## src/rtl/fetch_pkg.sv

```systemverilog
// fetch_pkg: shared types and constants for the instruction-fetch stage.
//   fetch_state_e : FSM state (FETCH issues requests, HOLD parks a word
//                   that arrived while the issue stage was stalled)
//   NOP_INSTR_DEF : default bubble instruction (sll $0,$0,0)
//   PCT_*         : encodings of id_if_selpctype
//   pc_plus4      : sequential next-PC, wraps modulo 2^32
//   word_align    : clears bits [1:0] of a redirect target
package fetch_pkg;

  typedef enum logic {
    ST_FETCH = 1'b0,
    ST_HOLD  = 1'b1
  } fetch_state_e;

  localparam logic [31:0] NOP_INSTR_DEF = 32'h0000_0000;

  localparam logic [1:0] PCT_BRANCH = 2'b00;
  localparam logic [1:0] PCT_JREG   = 2'b01;
  localparam logic [1:0] PCT_JIDX   = 2'b10;
  localparam logic [1:0] PCT_EXC    = 2'b11;

  function automatic logic [31:0] pc_plus4(input logic [31:0] pc);
    return pc + 32'd4;
  endfunction

  function automatic logic [31:0] word_align(input logic [31:0] addr);
    return {addr[31:2], 2'b00};
  endfunction

endpackage

```

## src/rtl/fetch_pc_mux.sv

```systemverilog
// fetch_pc_mux: combinational redirect-target select.
//   selpctype : 00 branch target, 01 jump-register, 10 jump-index,
//               11 exception vector
//   pcimd2ext, rega, pcindex : candidate targets from decode
//   target    : selected target, word aligned
module fetch_pc_mux
  import fetch_pkg::*;
#(
  parameter logic [31:0] EXC_VECTOR = 32'h0000_0040
) (
  input  logic [1:0]  selpctype,
  input  logic [31:0] pcimd2ext,
  input  logic [31:0] rega,
  input  logic [31:0] pcindex,
  output logic [31:0] target
);

  logic [31:0] raw_target;

  always_comb begin
    raw_target = pcimd2ext;
    case (selpctype)
      PCT_BRANCH: raw_target = pcimd2ext;
      PCT_JREG:   raw_target = rega;
      PCT_JIDX:   raw_target = pcindex;
      PCT_EXC:    raw_target = EXC_VECTOR;
      default:    raw_target = pcimd2ext;
    endcase
  end

  // Instructions are word aligned; a misaligned register jump is silently
  // truncated rather than trapped here.
  assign target = word_align(raw_target);

endmodule

```

## src/rtl/fetch_stage.sv

```systemverilog
// fetch_stage: instruction-fetch stage feeding decode.
//   clock, reset (async, active-low)
//   id_if_selpcsource/id_if_selpctype/id_if_rega/id_if_pcimd2ext/
//   id_if_pcindex : redirect request and candidate targets from decode
//   iss_stall     : issue stall, decode holds its inputs while high
//   if_mem_req/if_mem_addr, mem_if_ready/mem_if_data : instruction memory
//   if_id_instruc/if_id_nextpc : registered instruction and its PC+4
//   dbg_state     : current FSM state
//
// Memory handshake: a word transfers in exactly the cycles where
// if_mem_req and mem_if_ready are both high; mem_if_data then belongs to
// if_mem_addr of that same cycle. There is never an outstanding request,
// so the address may change freely from cycle to cycle.
module fetch_stage
  import fetch_pkg::*;
#(
  parameter logic [31:0] RESET_PC   = 32'h0000_0000,
  parameter logic [31:0] EXC_VECTOR = 32'h0000_0040,
  parameter logic [31:0] NOP_INSTR  = NOP_INSTR_DEF
) (
  input  logic         clock,
  input  logic         reset,
  input  logic         id_if_selpcsource,
  input  logic [1:0]   id_if_selpctype,
  input  logic [31:0]  id_if_rega,
  input  logic [31:0]  id_if_pcimd2ext,
  input  logic [31:0]  id_if_pcindex,
  input  logic         iss_stall,
  output logic         if_mem_req,
  output logic [31:0]  if_mem_addr,
  input  logic         mem_if_ready,
  input  logic [31:0]  mem_if_data,
  output logic [31:0]  if_id_instruc,
  output logic [31:0]  if_id_nextpc,
  output fetch_state_e dbg_state
);

  fetch_state_e state_q, state_d;
  logic [31:0]  pc_q, pc_d;
  logic [31:0]  hold_buf_q, hold_buf_d;
  logic [31:0]  instruc_q, instruc_d;
  logic [31:0]  nextpc_q, nextpc_d;
  logic [31:0]  target;
  logic [31:0]  pc_inc;
  logic         redir;

  fetch_pc_mux #(
    .EXC_VECTOR (EXC_VECTOR)
  ) u_pc_mux (
    .selpctype (id_if_selpctype),
    .pcimd2ext (id_if_pcimd2ext),
    .rega      (id_if_rega),
    .pcindex   (id_if_pcindex),
    .target    (target)
  );

  // Decode is frozen under a stall, so a redirect it shows then is stale
  // until the stall drops; it will be re-presented.
  assign redir  = id_if_selpcsource & ~iss_stall;
  assign pc_inc = pc_plus4(pc_q);

  always_comb begin
    state_d    = state_q;
    pc_d       = pc_q;
    hold_buf_d = hold_buf_q;
    instruc_d  = instruc_q;
    nextpc_d   = nextpc_q;
    case (state_q)
      ST_FETCH: begin
        if (redir) begin
          // Redirect wins over any word returned this cycle.
          pc_d      = target;
          instruc_d = NOP_INSTR;
          nextpc_d  = target;
        end else if (iss_stall) begin
          // Park a word that arrives under stall so it is not lost.
          if (mem_if_ready) begin
            hold_buf_d = mem_if_data;
            state_d    = ST_HOLD;
          end
        end else if (mem_if_ready) begin
          instruc_d = mem_if_data;
          nextpc_d  = pc_inc;
          pc_d      = pc_inc;
        end else begin
          // Bubble: nextpc points at the instruction still being fetched.
          instruc_d = NOP_INSTR;
          nextpc_d  = pc_q;
        end
      end
      ST_HOLD: begin
        if (iss_stall) begin
          state_d = ST_HOLD;
        end else if (redir) begin
          pc_d      = target;
          instruc_d = NOP_INSTR;
          nextpc_d  = target;
          state_d   = ST_FETCH;
        end else begin
          instruc_d = hold_buf_q;
          nextpc_d  = pc_inc;
          pc_d      = pc_inc;
          state_d   = ST_FETCH;
        end
      end
      default: begin
        state_d = ST_FETCH;
      end
    endcase
  end

  always_ff @(posedge clock or negedge reset) begin
    if (!reset) begin
      state_q    <= ST_FETCH;
      pc_q       <= RESET_PC;
      hold_buf_q <= 32'h0000_0000;
      instruc_q  <= NOP_INSTR;
      nextpc_q   <= RESET_PC;
    end else begin
      state_q    <= state_d;
      pc_q       <= pc_d;
      hold_buf_q <= hold_buf_d;
      instruc_q  <= instruc_d;
      nextpc_q   <= nextpc_d;
    end
  end

  // Gating with reset keeps the request low for the whole reset period,
  // independent of the registered state.
  assign if_mem_req    = reset & (state_q == ST_FETCH);
  assign if_mem_addr   = pc_q;
  assign if_id_instruc = instruc_q;
  assign if_id_nextpc  = nextpc_q;
  assign dbg_state     = state_q;

endmodule

```

## config.mk

```make
export PLATFORM = sky130hd
export DESIGN_NAME = fetch_stage
export DESIGN_NICKNAME = d
export VERILOG_FILES = /design/src/rtl/fetch_pkg.sv /design/src/rtl/fetch_pc_mux.sv /design/src/rtl/fetch_stage.sv
export SDC_FILE = /design/constraint.sdc
export NUM_CORES = 1
export LEC_CHECK = 0
export ABC_CLOCK_PERIOD_IN_PS = 3500
export CORE_UTILIZATION = 30
export DETAILED_ROUTE_END_ITERATION = 10
export GPL_TIMING_DRIVEN = 0
export HOLD_SLACK_MARGIN = 0.03
export SYNTH_ARGS = -nofsm -noshare
export SYNTH_HDL_FRONTEND = slang
export SYNTH_SLANG_ARGS = --single-unit
export TNS_END_PERCENT = 50
```

## constraint.sdc

```tcl
create_clock -name clock -period 3.5 [get_ports clock]
set_input_delay 0.35 -clock clock [delete_from_list [all_inputs] [get_ports clock]]
set_output_delay 0.35 -clock clock [all_outputs]
set_load 0.03 [all_outputs]
```

After elaboration in Yosys (flattened, before gate mapping)
Index checks and enable logic that the tools add are counted.
{"block": "totals", "register_bits": 97, "out_inout_bits": 98, "wordCells": 38, "inputBits": 135}
{"block": "op_classes", "bitwise": 5, "n_eq_ne": 6, "n_mux": 18, "addsub": 1, "n_reduce_logical": 4}
{"cell": "two-way mux 32 bit", "n": 10}
{"cell": "one-hot mux 32 bit (2 select lines)", "n": 2}
{"cell": "one-hot mux 32 bit (4 select lines)", "n": 1}
{"cell": "adder 32 x 3 -> 32 bit, second input constant", "n": 1}
{"cell": "== test 2 bit, second input constant", "n": 2}
{"cell": "two-way mux 1 bit", "n": 4}
{"cell": "inequality test 4 x 1 -> 1 bit, second input constant", "n": 1}
{"cell": "AND reduction 4 bit", "n": 1}
{"cell": "inequality test 3 bit, second input constant", "n": 1}
{"cell": "NOT 1 bit", "n": 3}
{"cell": "AND reduction 3 bit", "n": 1}
{"cell": "AND 1 bit", "n": 2}
{"cell": "== test 2 x 1 -> 1 bit, second input constant", "n": 1}
{"cell": "logical NOT 2 bit", "n": 1}
{"cell": "inequality test 2 bit, second input constant", "n": 1}
{"cell": "one-hot mux 1 bit (2 select lines)", "n": 1}
{"cell": "AND reduction 2 bit", "n": 1}

Logic depth before layout (Yosys ltp)
{"block": "depth", "depth_word": 5, "mapped_depth": 6, "mapped_depth_nobuf": 5}

Hierarchy
Synthesis repeated with hierarchy kept, for this count alone.
{"block": "hier_totals", "hier_cells": 566, "area_unflattened_um2": 5612.9}
{"module": "fetch_stage", "cells_each": 491, "n_inst": 1, "area_each_um2": 4862.2}
{"module": "fetch_pc_mux", "cells_each": 75, "n_inst": 1, "area_each_um2": 750.7}

Least setup slack after synthesis
OpenSTA, ideal clock, no wires.
{"block": "synth_timing", "path_kind": "register to register", "from": "reg if_id_nextpc[2] (netlist name)", "to": "reg nextpc_q[12] (netlist: if_id_nextpc[12])", "t_required_ps": 3418, "setup_time_ps": 82, "path_stages_with_launch": 7, "slack_ps": 1139, "synth_period_minus_slack_ps": 2361, "arrival_ps": 2279, "path_buffers": 1, "path_cell_list": "dfrtp_1 -> ha_1 -> clkbuf_1 -> inv_1 -> or4_1 -> or3_2 -> a31oi_1"}
{"item": "to (signal assigned)", "line_no": "fetch_stage.sv:124", "rtl": "nextpc_q <= nextpc_d;"}
{"item": "to (decl)", "line_no": "fetch_stage.sv:42", "rtl": "logic [31:0] nextpc_q, nextpc_d;"}

Final worst setup path
{"block": "layout_timing", "from": "in reset", "to": "out if_mem_req"}
{"block": "layout_between", "elab_chain_len": 1}
{"item": "from (decl)", "line_no": "fetch_stage.sv:22", "rtl": "input logic reset,"}
{"item": "AND 1 bit", "line_no": "fetch_stage.sv:130", "rtl": "assign if_mem_req = reset & (state_q == ST_FETCH);"}
{"item": "to (decl)", "line_no": "fetch_stage.sv:29", "rtl": "output logic if_mem_req,"}
No other way between the ends.

==> reports/metrics.yaml <==
grt_overflow: 0
setup_viol: 0
critPathRequiredTime_ns: 3.15
synthArstFlopShare_pct: 100
cts-root-buf: "clkbuf_16"
p_leak_nw: 3.22
dr.pass1.iters: 5
start_kind: "primary input"
post-cts-setup-buffer-count: 0
syn-cell-area_um2: 5380
hpwl_mm: 14.1
path_max_fanout: 49
power_w: 0.00375
clkSinkCount: 95
ant_nets: 0
grt_pass1_wl_mm: 27.9
fin_crit_ns: 2.96
start_util_pct: 30.9
grt_pass1_vias: 5338
wl_per_cell_um: 17.2
cts-buffers-inserted: 9
port_buffers: 221
crit_type: "in -> out"
hold_path.class: "reg -> reg"
period_share_pct: 84.6
diodes: 0
ir_drop_uv: 233
p_per_area_nw_per_um2: 458
yosysWarningCount: 0
dp.cells: 1008
via_per_inst: 5.08
ys_types: 47
synthToLayoutAreaGrowth_pct: 52.3
synthCells: 558
rsz0062_at_grt: "false"
finish.utilization_pct: 47.0
die_w_um: 136
core_area_um2: 17400
grtUsageTotal_pct: 19.7
fin_cells: 1025
netlist.area_leader.share_pct: 44.2
synth_seq_cells: 95
place.gp.congestion: 0.810
cp-end-kind: "output port"
ys_top_cells_by_area: "dfrtp_1 44%, mux2_2 6.9%, mux2i_1 5.4%"
die-area_um2: 18500
outcome: "complete, no violations"
fin_skew_ns: 0.00720
htree_levels: 3
synth-edff-count: 0
grt_max_degree: 50
drc: 0
setup_ws_ns: 0.540
drt_iter0_markers: 290
path_clk_slew_ns: 0.07
die_y_um: 136
drv_cap: 0
cp_cell_sequence: "dlygate4sd3_1 -> buf_4 -> buf_16 -> nor2b_1 -> clkdlybuf4s50_1"
tritoncts: "done"
place_ws_ns: 0.491
synth.largest_area_cell: "dfrtp_1"
timing_hold_violations_final: 0
tightestPinTransition_ns: 1.22
cts_max_path_buffers: 2
ys_seq_area_share_pct: 44.2
slowest_delay_ns: 0.67
wirelength_mm: 17.6
drive_gt1_share_pct: 12.1
fmax_ghz: 0.338
clock_latency_ns: 0.35
crit_slowest_cell: "clkdlybuf4s50_1"
postCtsHoldBufs: 1
ys.flop_type: "dfrtp_1"
relSlewSlack_pct: 17.8
num_rows: 48
report.final.slew_viol_count: 0
ios: 233
post_cts_resized: 0
nets: 931
critPathArrivalTime_ns: 2.61
hold_ws_ns: 0.483
grt_antenna_before_repair: 0
dr_total_vias: 5210
avgSynthCellArea_um2: 9.64
worst max-delay path, delay by kind of cell:
kind / cells / cell delay [ns]
and+or+nand+nor: 1 / 0.17
buffers and inverters: 4 / 2.03
worst paths after layout:
kind	start	to	slack (ns)	depth (start not counted)
max	reset	if_mem_req	0.54	5
min	if_id_instruc[12]	if_id_instruc[12]	0.48	2
max reg2reg	if_id_nextpc[2]	if_id_nextpc[14]	0.82	6
min reg2reg	if_id_instruc[12]	if_id_instruc[12]	0.48	2
max in group asynchronous	reset	if_id_instruc[29]	2.26	3
min in group asynchronous	reset	if_id_nextpc[20]	0.56	2
Yosys cell counts (all sizes together) (2+ instances only):
cell	number
nor2	35
nand4	20
or4	13
mux2	33
nand2b	4
dfrtp	95
nand2	49
a22oi	32
nand3	10
o21ai	35
nand3b	4
mux2i	29
o211ai	4
a21oi	11
inv	8
clkbuf	31
nor4	7
a211oi	21
nor3	8
o2bb2ai	5
buf	42
nor2b	4
o22ai	2
and3	5
a31o	5
and2	2
o31ai	8
a31oi	18
xor2	3
xnor2	5
registers in the layout (all words and copies together) (netlist names):
signal,flops
dbg_state,1
hold_buf_q,32
if_id_instruc,32
if_id_nextpc,30
layout make-up:
type                    instances  area (µm²)
inverters                       8        30.0
clock inverters                 6        45.0
clock buffers                  10         229
flip-flops and latches         95        2380
multi-input cells             385        2570
repair buffers                223        2250
well taps                     225         282
fillers                      1651        9220
plain buffers                  73         410
where the power goes:
group / switching (W) / internal, W / total [W] / leakage [nW]
logic: 0.000719 / 0.000661 / 0.00138 / 1.92
clock network: 0.000438 / 0.000487 / 0.000925 / 0.137
registers: 0.000182 / 0.00127 / 0.00145 / 1.16
placed cells by master (no fill, tap or decap), types with 8 or more instances in the layout:
| master | instances |
|---|---|
| a211oi_1 | 21 |
| or4_1 | 11 |
| nand4_1 | 20 |
| nand3_1 | 9 |
| o21ai_0 | 35 |
| mux2_2 | 33 |
| clkbuf_16 | 9 |
| buf_4 | 35 |
| dfrtp_1 | 95 |
| nor2_1 | 35 |
| a31oi_1 | 18 |
| a22oi_1 | 32 |
| o31ai_1 | 8 |
| a21oi_1 | 11 |
| inv_1 | 8 |
| nor3_1 | 8 |
| mux2i_1 | 29 |
| nand2_1 | 49 |
| clkdlybuf4s50_1 | 220 |
| clkbuf_1 | 31 |
per-stage QoR:
stage	setup TNS, ns	instance area, µm²
floorplan	0	5390
global placement	-144.83	7890
detailed placement	0	7910
CTS	0	8190
global route	0	8190
finish	0	8190
cell families (layout without fill, tap and decap cells):
group,count (synthesis),after routing,share of synthesized area [%]
AO/OA/AOI/OAI,145,145,18.0
buffers and inverters,81,320,8.19
AND/OR/NAND/NOR,165,165,15.7
multiplexers,62,62,12.3
XOR/XNOR,8,8,1.30
adder cells (fa/ha/maj),1,1,0.233
other,1,4,0.0697
flip-flops,95,95,44.2
metal layers:
layer | up-vias | share of wire, % | wire (µm) | global-route usage [%]
li1 | 2517 | - | - | -
met1 | 2528 | 45 | 7940 | 25.4
met2 | 148 | 49 | 8700 | 33.2
met3 | 17 | 4.2 | 747 | 3.80
met4 | 0 | 1.3 | 226 | 5.68
met5 | - | 0 | 0 | 0
(Power assumes the default switching activity.)
